--- config.mk ---
export PLATFORM = sky130hd
export DESIGN_NAME = pipeline_ctrl
export DESIGN_NICKNAME = d
export VERILOG_FILES = /design/src/rtl/pipeline_ctrl.sv
export SDC_FILE = /design/constraint.sdc
export NUM_CORES = 1
export LEC_CHECK = 0
export CAP_MARGIN = 20
export CORE_MARGIN = 2
export CORE_UTILIZATION = 40
export DETAILED_ROUTE_END_ITERATION = 8
export PLACE_DENSITY = 0.85
export SYNTH_ARGS = -nofsm -noshare
export SYNTH_HDL_FRONTEND = slang
export SYNTH_SLANG_ARGS = --single-unit
--- constraint.sdc ---
create_clock -name clk_i -period 3.85 [get_ports clk_i]
set_clock_uncertainty 0.2 [all_clocks]
set_input_delay 0.385 -clock clk_i [delete_from_list [all_inputs] [get_ports clk_i]]
set_output_delay 0.385 -clock clk_i [all_outputs]
set_load 0.01 [all_outputs]
--- src/rtl/pipeline_ctrl.sv ---
// Hazard and sequencing controller for the 5-stage core: execute-stage forwarding,
// per-register stall/flush, multi-cycle MDU handshake with watchdog, and trap redirect.
module pipeline_ctrl #(
    parameter int REG_AW      = 5,
    parameter int MDU_TIMEOUT = 64
) (
    input  logic              clk_i,
    input  logic              rst_i,
    input  logic [REG_AW-1:0] id_rs1_addr_i,
    input  logic [REG_AW-1:0] id_rs2_addr_i,
    input  logic              id_uses_rs1_i,
    input  logic              id_uses_rs2_i,
    input  logic [REG_AW-1:0] ex_rs1_addr_i,
    input  logic [REG_AW-1:0] ex_rs2_addr_i,
    input  logic [REG_AW-1:0] ex_rd_addr_i,
    input  logic              ex_is_load_i,
    input  logic              ex_mdu_op_i,
    input  logic              mem_write_rd_i,
    input  logic [REG_AW-1:0] mem_rd_addr_i,
    input  logic              wb_write_rd_i,
    input  logic [REG_AW-1:0] wb_rd_addr_i,
    input  logic              new_pc_en_i,
    input  logic              mem_busy_i,
    input  logic              trap_i,
    input  logic              mdu_done_i,
    output logic [1:0]        forward_rs1_o,
    output logic [1:0]        forward_rs2_o,
    output logic              stall_if_id_o,
    output logic              stall_id_ex_o,
    output logic              stall_ex_mem_o,
    output logic              stall_mem_wb_o,
    output logic              flush_if_id_o,
    output logic              flush_id_ex_o,
    output logic              flush_ex_mem_o,
    output logic              flush_mem_wb_o,
    output logic              mdu_start_o,
    output logic              mdu_abort_o,
    output logic              mdu_timeout_o,
    output logic              trap_redirect_o
);

    localparam logic [0:0] ST_RUN      = 1'b0;
    localparam logic [0:0] ST_MDU_BUSY = 1'b1;

    localparam int WDW = (MDU_TIMEOUT > 1) ? $clog2(MDU_TIMEOUT) : 1;
    localparam logic [WDW-1:0] WDOG_LAST = (MDU_TIMEOUT == 0) ? '0 : WDW'(MDU_TIMEOUT - 1);
    localparam logic WDOG_EN = (MDU_TIMEOUT != 0);

    logic [0:0]     state_q, state_d;
    logic           done_q, done_d;
    logic [WDW-1:0] wdog_q, wdog_d;
    logic           load_use_s;

    function automatic logic [1:0] fwd_sel(
        input logic [REG_AW-1:0] rs,
        input logic              mem_wr,
        input logic [REG_AW-1:0] mem_rd,
        input logic              wb_wr,
        input logic [REG_AW-1:0] wb_rd
    );
        logic [1:0] sel;
        sel = 2'd0;
        if (rs == '0) begin
            sel = 2'd0;
        end else if (mem_wr && (mem_rd == rs)) begin
            sel = 2'd2;
        end else if (wb_wr && (wb_rd == rs)) begin
            sel = 2'd1;
        end else begin
            sel = 2'd0;
        end
        return sel;
    endfunction

    function automatic logic load_use_hit(
        input logic              is_load,
        input logic [REG_AW-1:0] ex_rd,
        input logic              uses1,
        input logic [REG_AW-1:0] rs1,
        input logic              uses2,
        input logic [REG_AW-1:0] rs2
    );
        return is_load && (ex_rd != '0) &&
               ((uses1 && (rs1 == ex_rd)) || (uses2 && (rs2 == ex_rd)));
    endfunction

    assign load_use_s = load_use_hit(ex_is_load_i, ex_rd_addr_i, id_uses_rs1_i, id_rs1_addr_i,
                                     id_uses_rs2_i, id_rs2_addr_i);

    // Forwarding selects; the youngest producer (EX/MEM) wins over MEM/WB.
    always_comb begin
        forward_rs1_o = 2'd0;
        forward_rs2_o = 2'd0;
        if (rst_i) begin
            forward_rs1_o = 2'd0;
            forward_rs2_o = 2'd0;
        end else begin
            forward_rs1_o = fwd_sel(ex_rs1_addr_i, mem_write_rd_i, mem_rd_addr_i,
                                    wb_write_rd_i, wb_rd_addr_i);
            forward_rs2_o = fwd_sel(ex_rs2_addr_i, mem_write_rd_i, mem_rd_addr_i,
                                    wb_write_rd_i, wb_rd_addr_i);
        end
    end

    // Priority-ordered hazard arbitration and MDU sequencing; exactly one rule per cycle.
    always_comb begin
        state_d         = state_q;
        done_d          = done_q;
        wdog_d          = wdog_q;
        stall_if_id_o   = 1'b0;
        stall_id_ex_o   = 1'b0;
        stall_ex_mem_o  = 1'b0;
        stall_mem_wb_o  = 1'b0;
        flush_if_id_o   = 1'b0;
        flush_id_ex_o   = 1'b0;
        flush_ex_mem_o  = 1'b0;
        flush_mem_wb_o  = 1'b0;
        mdu_start_o     = 1'b0;
        mdu_abort_o     = 1'b0;
        mdu_timeout_o   = 1'b0;
        trap_redirect_o = 1'b0;

        if (rst_i) begin
            flush_if_id_o  = 1'b1;
            flush_id_ex_o  = 1'b1;
            flush_ex_mem_o = 1'b1;
            flush_mem_wb_o = 1'b1;
            state_d        = ST_RUN;
            done_d         = 1'b0;
            wdog_d         = '0;
        end else if (trap_i) begin
            flush_if_id_o   = 1'b1;
            flush_id_ex_o   = 1'b1;
            flush_ex_mem_o  = 1'b1;
            flush_mem_wb_o  = 1'b1;
            trap_redirect_o = 1'b1;
            if (state_q == ST_MDU_BUSY) begin
                mdu_abort_o = 1'b1;
                done_d      = 1'b0;
                wdog_d      = '0;
            end else begin
                mdu_abort_o = 1'b0;
            end
            state_d = ST_RUN;
        end else if (mem_busy_i) begin
            stall_if_id_o  = 1'b1;
            stall_id_ex_o  = 1'b1;
            stall_ex_mem_o = 1'b1;
            flush_mem_wb_o = 1'b1;
            // A done pulse arriving while memory is stalled must not be lost.
            if ((state_q == ST_MDU_BUSY) && mdu_done_i) begin
                done_d = 1'b1;
            end else begin
                done_d = done_q;
            end
        end else begin
            case (state_q)
                ST_RUN: begin
                    if (ex_mdu_op_i) begin
                        mdu_start_o    = 1'b1;
                        stall_if_id_o  = 1'b1;
                        stall_id_ex_o  = 1'b1;
                        flush_ex_mem_o = 1'b1;
                        state_d        = ST_MDU_BUSY;
                        wdog_d         = '0;
                        done_d         = 1'b0;
                    end else if (new_pc_en_i) begin
                        flush_if_id_o = 1'b1;
                        flush_id_ex_o = 1'b1;
                    end else if (load_use_s) begin
                        stall_if_id_o = 1'b1;
                        flush_id_ex_o = 1'b1;
                    end else begin
                        stall_if_id_o = 1'b0;
                    end
                end
                ST_MDU_BUSY: begin
                    if (mdu_done_i || done_q) begin
                        state_d = ST_RUN;
                        done_d  = 1'b0;
                    end else if (WDOG_EN && (wdog_q == WDOG_LAST)) begin
                        // Watchdog exit releases the pipeline like a normal completion.
                        mdu_timeout_o = 1'b1;
                        mdu_abort_o   = 1'b1;
                        state_d       = ST_RUN;
                        done_d        = 1'b0;
                        wdog_d        = '0;
                    end else begin
                        stall_if_id_o  = 1'b1;
                        stall_id_ex_o  = 1'b1;
                        flush_ex_mem_o = 1'b1;
                        wdog_d         = wdog_q + WDW'(1);
                    end
                end
                default: begin
                    state_d = ST_RUN;
                    done_d  = 1'b0;
                    wdog_d  = '0;
                end
            endcase
        end
    end

    // Controller state, latched MDU completion and watchdog count.
    always_ff @(posedge clk_i or posedge rst_i) begin
        if (rst_i) begin
            state_q <= ST_RUN;
            done_q  <= 1'b0;
            wdog_q  <= '0;
        end else begin
            state_q <= state_d;
            done_q  <= done_d;
            wdog_q  <= wdog_d;
        end
    end

endmodule

==> flow_metrics.py, run 1 <==
metrics = {
    "run_status": {
        "status": "completed",
    },
    "drt": {
        "postRouteAntennaNets": 0,
        "routed_via_density": 5.83,
        "first_iter_violations": 50,
        "drc_errors": 0,
        "routedWlPerCell_um": 15.6,
        "drt_wl_total_um": 3490,
        "firstDrtPassIters": 4,
        "dr_total_vias": 1307,
    },
    "timing": {
        "max_freq_ghz": 0.346,
        "final.setup.worst_slack_ns": 0.963,
        "period_minus_slack_ns": 2.89,
        "max_slew_margin": 0.660,
        "rsz0062_at_grt": "false",
        "drv_slew": 0,
        "timing.final.hold_violations": 0,
        "fin_tns_setup_ns": 0,
        "worstMarginPinSlew_ns": 0.510,
        "finalCritPeriodShare": 0.750,
        "holdWs_ns": 0.375,
        "setup_viol": 0,
    },
    "worst_setup_path": {
        "critical-path-max-stage-delay_ns": 0.48,
        "startpoint": "wdog_q[0]",
        "end_kind": "primary output",
        "critPathKind": "reg -> out",
        "path_depth": 6,
        "critPathArrivalTime_ns": 2.30,
        "endpoint": "stall_if_id_o",
        "r2r_slack_ns": 1.94,
        "cp_max_fo": 8,
        "r2r-start": "state_q",
        "required_ns": 3.26,
        "cp_slowest_cell": "clkdlybuf4s50_1",
        "crit_family": "buffers and inverters",
        "path_cells": "ha_1 -> and3_2 -> nand3_2 -> a311oi_2 -> o22ai_1 -> clkdlybuf4s50_1",
        "critical_path_buf_inv_count": 1,
        "r2r_cells": 4,
        "cp-start-kind": "register",
        "worstReg2RegEnd": "wdog_q[5]",
    },
    "final_layout": {
        "antenna_cells": 0,
        "n_fill_cell": 206,
        "fin_area_sq_mm": 0.00170,
        "layout-drive-gt1-share": 0.0567,
        "finalNonFillerCells": 224,
        "fin_util": 0.686,
        "layout.nets": 244,
        "syn2layout_area_growth_pct": 61.1,
    },
    "logic_synthesis": {
        "synthMuxAreaShare": 0.00949,
        "syn_avg_cell_area_sq_um": 7.87,
        "synth-xor-area-share": 0.233,
        "yosys-top-cells-count": "xor2_1, nor2_1, nand3_1",
        "synth_top_family_by_area": "simple AND/OR/NAND/NOR gates",
        "async_reset_ff_frac": 1.00,
        "synth_seq_cells": 8,
        "syn-cell-area_sq_mm": 0.00105,
        "synthAdderAreaFrac": 0.0119,
        "syn_inst": 134,
        "synth_area_leaders": "xor2_1, dfrtp_1, nand3_1, nor2_1, xnor2_1",
        "synth_cell_type_count": 48,
        "seq_area_frac_synth": 0.190,
        "synth_edf_count": 0,
        "synth_compound_area_frac": 0.167,
        "syn_nets": 182,
        "synth_top_cell_area_share": 0.199,
        "synth_top_cell_by_area": "xor2_1",
        "synth_most_common_cell": "xor2_1",
        "ys_warn_count": 0,
        "synth_ff_type": "dfrtp_1",
        "yosys.area_share.simple": 0.339,
    },
    "pwr": {
        "powerDensity_mw_per_mm2": 167,
        "p_leak_nw": 0.662,
        "power_uw": 285,
        "intPower_uw": 195,
        "netSwitchingPower_uw": 89.4,
        "comb_power_share": 0.453,
        "seqPwrFrac": 0.303,
        "swShare": 0.314,
        "vdd_drop_max_v": 0.000154,
        "p_clk_frac": 0.244,
    },
    "floorplanning": {
        "ios": 63,
        "fp-row-count": 18,
        "start_util": 0.426,
        "core_area_sq_mm": 0.00248,
        "die_h_um": 55.4,
        "die_w_um": 55.4,
        "die-area_sq_mm": 0.00306,
    },
    "cts": {
        "clk_pin_slew_ns": 0.05,
        "cts_tree": "built",
        "clock_path_buffers": 2,
        "cts-root-buf": "clkbuf_4",
        "htree_levels": 1,
        "cts_sinks": 8,
        "numCtsBuffers": 3,
        "postCtsSetupRepairBufs": 0,
        "cts_resized": 0,
        "clk_latency_ns": 0.28,
        "ctsHoldBuffers": 0,
    },
    "grt": {
        "gr-usage-all-layers": 0.238,
        "grt_pass1_vias": 1264,
        "grt_overflow": 0,
        "grt_max_degree": 14,
        "grt_pass1_wl_um": 5940,
        "antenna_found_initial": 0,
    },
    "flow_run": {
        "maxCapViolations": 0,
    },
    "place": {
        "portBuffers": 61,
        "placed_area_sq_mm": 0.00168,
        "dp.cells": 221,
        "hpwl_um": 2910,
        "dp_slack_ns": 0.970,
        "gp_congestion": 0.904,
    },
    "hold_path": {
        "holdCritPathClass": "reg -> reg",
        "min_path_cells": 1,
    },
}
-- how the worst min path moves through the flow --
stage,from,end,slack [ns]
3_5_place_dp,wdog_q[5],wdog_q[5],0.36
4_1_cts,wdog_q[5],wdog_q[5],0.37
5_1_grt,wdog_q[5],wdog_q[5],0.41
6_report,wdog_q[5],wdog_q[5],0.37
3_3_place_gp,wdog_q[0],wdog_q[0],0.33
2_1_floorplan,rst_i,done_q,0.21
-- metal layers --
metal  wire length [um]  vias to the layer above  global-route usage
met5                  0                        -                   0
met4                 51                        0              0.0836
met3                286                        5              0.0375
met2               1770                       84               0.432
met1               1380                      605               0.280
li1                   -                      613                   -
-- state kept, by name, indices dropped and copies added, names as in the netlist --
| name | flops |
|---|---|
| done_q | 1 |
| state_q | 1 |
| wdog_q | 6 |
-- layout by cell type (no fill, tap or decap), types with 3 or more instances in the layout --
cell type	instances
a21oi_1	4
clkbuf_4	3
clkdlybuf4s50_1	61
dfrtp_1	8
inv_1	5
nand2_1	7
nand3_1	9
nor2_1	11
nor3_1	4
nor4_1	5
o21ai_0	4
o22ai_1	3
or4_1	3
xnor2_1	4
xor2_1	24
-- worst register-to-register path: stages (launching register included) --
cell	delay, ns
dfrtp_1	0.52
nor2b_1	0.37
a21oi_1	0.26
a32o_1	0.28
a21o_1	0.17
-- kinds of logic after synthesis --
kind of cell / Yosys count
AO/OA/AOI/OAI: 25
AND/OR/NAND/NOR: 60
flip-flops: 8
XOR/XNOR: 28
buffers and inverters: 10
multiplexers: 1
adder cells (fa/ha/maj): 1
other: 1
-- power groups by stage --
stage	Clock (mW)	Combinational [mW]	Sequential, mW
floorplan	0	0.0515	0.0866
global placement	0	0.125	0.0875
detailed placement	0	0.128	0.0876
CTS	0.0711	0.129	0.0861
global route	0.0755	0.140	0.0863
finish	0.0693	0.129	0.0862
-- final cells by class --
type | count | area, sq um | area share
Tap cell | 30 | 37.5 | 0.0221
Sequential cell | 8 | 200 | 0.118
Clock buffer | 3 | 22.5 | 0.0133
Multi-Input combinational cell | 116 | 806 | 0.474
Inverter | 6 | 22.5 | 0.0133
Timing Repair Buffer | 61 | 611 | 0.359
No activity file was read; power rests on OpenSTA's default activity.
==> inputs of run 2 (changes only) <==
- CORE_UTILIZATION: 40 -> 34
- PLACE_DENSITY: 0.85 -> 0.77
- clock period: 3.85 -> 2.47 ns (I/O delays scaled with it)
==> flow_metrics.py, run 2 (synthesized netlist as in run 1, its figures left out) <==
metrics = {
    "hold_path": {
        "holdCritPathClass": "in -> async",
    },
    "pwr": {
        "powerDensity_mw_per_mm2": 244,
        "p_leak_nw": 0.826,
        "vdd_drop_max_v": 0.000120,
    },
    "drt": {
        "dr_total_vias": 1299,
        "routed_via_density": 5.28,
        "drc_errors": 0,
        "drt_wl_total_um": 3360,
        "firstDrtPassIters": 4,
        "routedWlPerCell_um": 13.6,
        "first_iter_violations": 40,
        "postRouteAntennaNets": 0,
    },
    "cts": {
        "cts-root-buf": "clkbuf_4",
        "clk_latency_ns": 0.26,
        "cts_sinks": 8,
        "numCtsBuffers": 3,
        "clk_pin_slew_ns": 0.05,
        "ctsHoldBuffers": 0,
        "cts_tree": "built",
        "clock_path_buffers": 2,
        "htree_levels": 1,
    },
    "floorplanning": {
        "fp-row-count": 20,
        "die_h_um": 59.7,
        "die-area_sq_mm": 0.00356,
        "core_area_sq_mm": 0.00300,
        "ios": 63,
        "start_util": 0.351,
        "die_w_um": 59.7,
    },
    "worst_setup_path": {
        "required_ns": 2.02,
        "r2r_slack_ns": 0.65,
        "cp-start-kind": "input pin",
        "critPathArrivalTime_ns": 1.92,
        "cp_slowest_cell": "or4_1",
        "startpoint": "ex_rs1_addr_i[1]",
        "critPathKind": "in -> out",
        "critical-path-max-stage-delay_ns": 0.56,
        "worstReg2RegEnd": "wdog_q[5]",
        "cp_max_fo": 3,
        "end_kind": "primary output",
        "r2r_cells": 6,
        "r2r-start": "wdog_q[1]",
        "path_cells": "clkdlybuf4s50_1 -> or4_1 -> nor2_2 -> nor4b_1 -> and3_1 -> dlygate4sd2_1",
        "endpoint": "forward_rs1_o[0]",
    },
    "final_layout": {
        "n_fill_cell": 269,
        "largestRegisters": "wdog_q (6), done_q (1), state_q (1)",
        "layout.nets": 263,
        "layout-drive-gt1-share": 0.160,
        "syn2layout_area_growth_pct": 76.2,
        "regMostFlops": "wdog_q",
        "largest_reg_flops": 6,
        "final_common_cell": "clkdlybuf4s50_1",
        "antenna_cells": 0,
        "finalNonFillerCells": 246,
        "fin_area_sq_mm": 0.00186,
        "mostFrequentLayoutCells": "clkdlybuf4s50_1, xor2_1, buf_4",
    },
    "grt": {
        "grt_pass1_wl_um": 5370,
        "gr-usage-all-layers": 0.194,
        "grt_max_degree": 9,
        "grt_pass1_vias": 1295,
        "grt_overflow": 0,
        "antenna_found_initial": 0,
    },
    "timing": {
        "drv_slew": 0,
        "finalCritPeriodShare": 0.959,
        "max_freq_ghz": 0.422,
        "fin_tns_setup_ns": 0,
        "period_minus_slack_ns": 2.37,
        "rsz0062_at_grt": "false",
        "setup_viol": 0,
        "timing.final.hold_violations": 0,
    },
    "place": {
        "placed_area_sq_mm": 0.00181,
        "gp_congestion": 0.847,
        "hpwl_um": 2860,
        "portBuffers": 61,
        "dp.cells": 241,
    },
    "run_status": {
        "status": "completed",
    },
    "flow_run": {
        "maxCapViolations": 0,
    },
}
## run 2: cell types whose count changed in the layout (fill, tap and decap cells not counted), moves of 2 or more
cell | before | now
buf_4 | 0 | 19
clkdlybuf4s50_1 | 61 | 51
dlygate4sd2_1 | 0 | 7
dlymetal6s2s_1 | 0 | 3
nor2_1 | 11 | 9
nor2_2 | 0 | 2
## run 2: critical path, delay by kind of cell
family | cells | cell delay (ns)
buf+inv | 2 | 0.74
simple gates | 4 | 0.94
## run 2: how the worst min path moves through the flow
stage | start | to | slack [ns] | cells after the start
3_5_place_dp | wdog_q[5] | wdog_q[5] | 0.34 | 1
4_1_cts | rst_i | state_q | 0.30 | 3
5_1_grt | rst_i | done_q | 0.33 | 3
2_1_floorplan | rst_i | done_q | 0.07 | 2
3_3_place_gp | wdog_q[1] | wdog_q[1] | 0.33 | 2
6_report | rst_i | state_q | 0.29 | 3
## run 2: per-layer routing
| layer | vias up | wire, um | track usage |
|---|---|---|---|
| met5 | - | 0 | 0 |
| met4 | 0 | 55 | 0.0540 |
| met3 | 6 | 241 | 0.0411 |
| met2 | 52 | 1750 | 0.363 |
| met1 | 592 | 1310 | 0.218 |
| li1 | 649 | - | - |
## run 2: cell type report
type                            instances  area, sq um  share of cell area
Multi-Input combinational cell        116          820               0.441
Clock buffer                            3         22.5              0.0121
Sequential cell                         8          200               0.108
Timing Repair Buffer                   80          752               0.405
Inverter                                6         22.5              0.0121
Tap cell                               33         41.3              0.0222
## run 2: through the flow
stage	total power, mW	util	setup WS [ns]	hold slack [ns]
2_1_floorplan	0.215	-	0.659	0.0699
3_3_place_gp	0.348	0.602	-0.0848	0.333
3_5_place_dp	0.355	0.602	-0.120	0.340
4_1_cts	0.455	0.614	0.0293	0.298
5_1_grt	0.483	0.619	0.0204	0.330
6_report	0.453	0.619	0.102	0.293
## run 2: what timing repair did
| item | in CTS | in global routing |
|---|---|---|
| setup buffers | 2 | 0 |
| gates resized for setup | 10 | 4 |
| endpoints found under the hold margin | 0 | 0 |
| pin swaps | 2 | 1 |
| setup endpoints to repair | 10 | 4 |
## run 2: power by group
group,internal [mW],switching (mW)
clock network,0.0556,0.0445
registers,0.132,0.00121
logic,0.129,0.0902
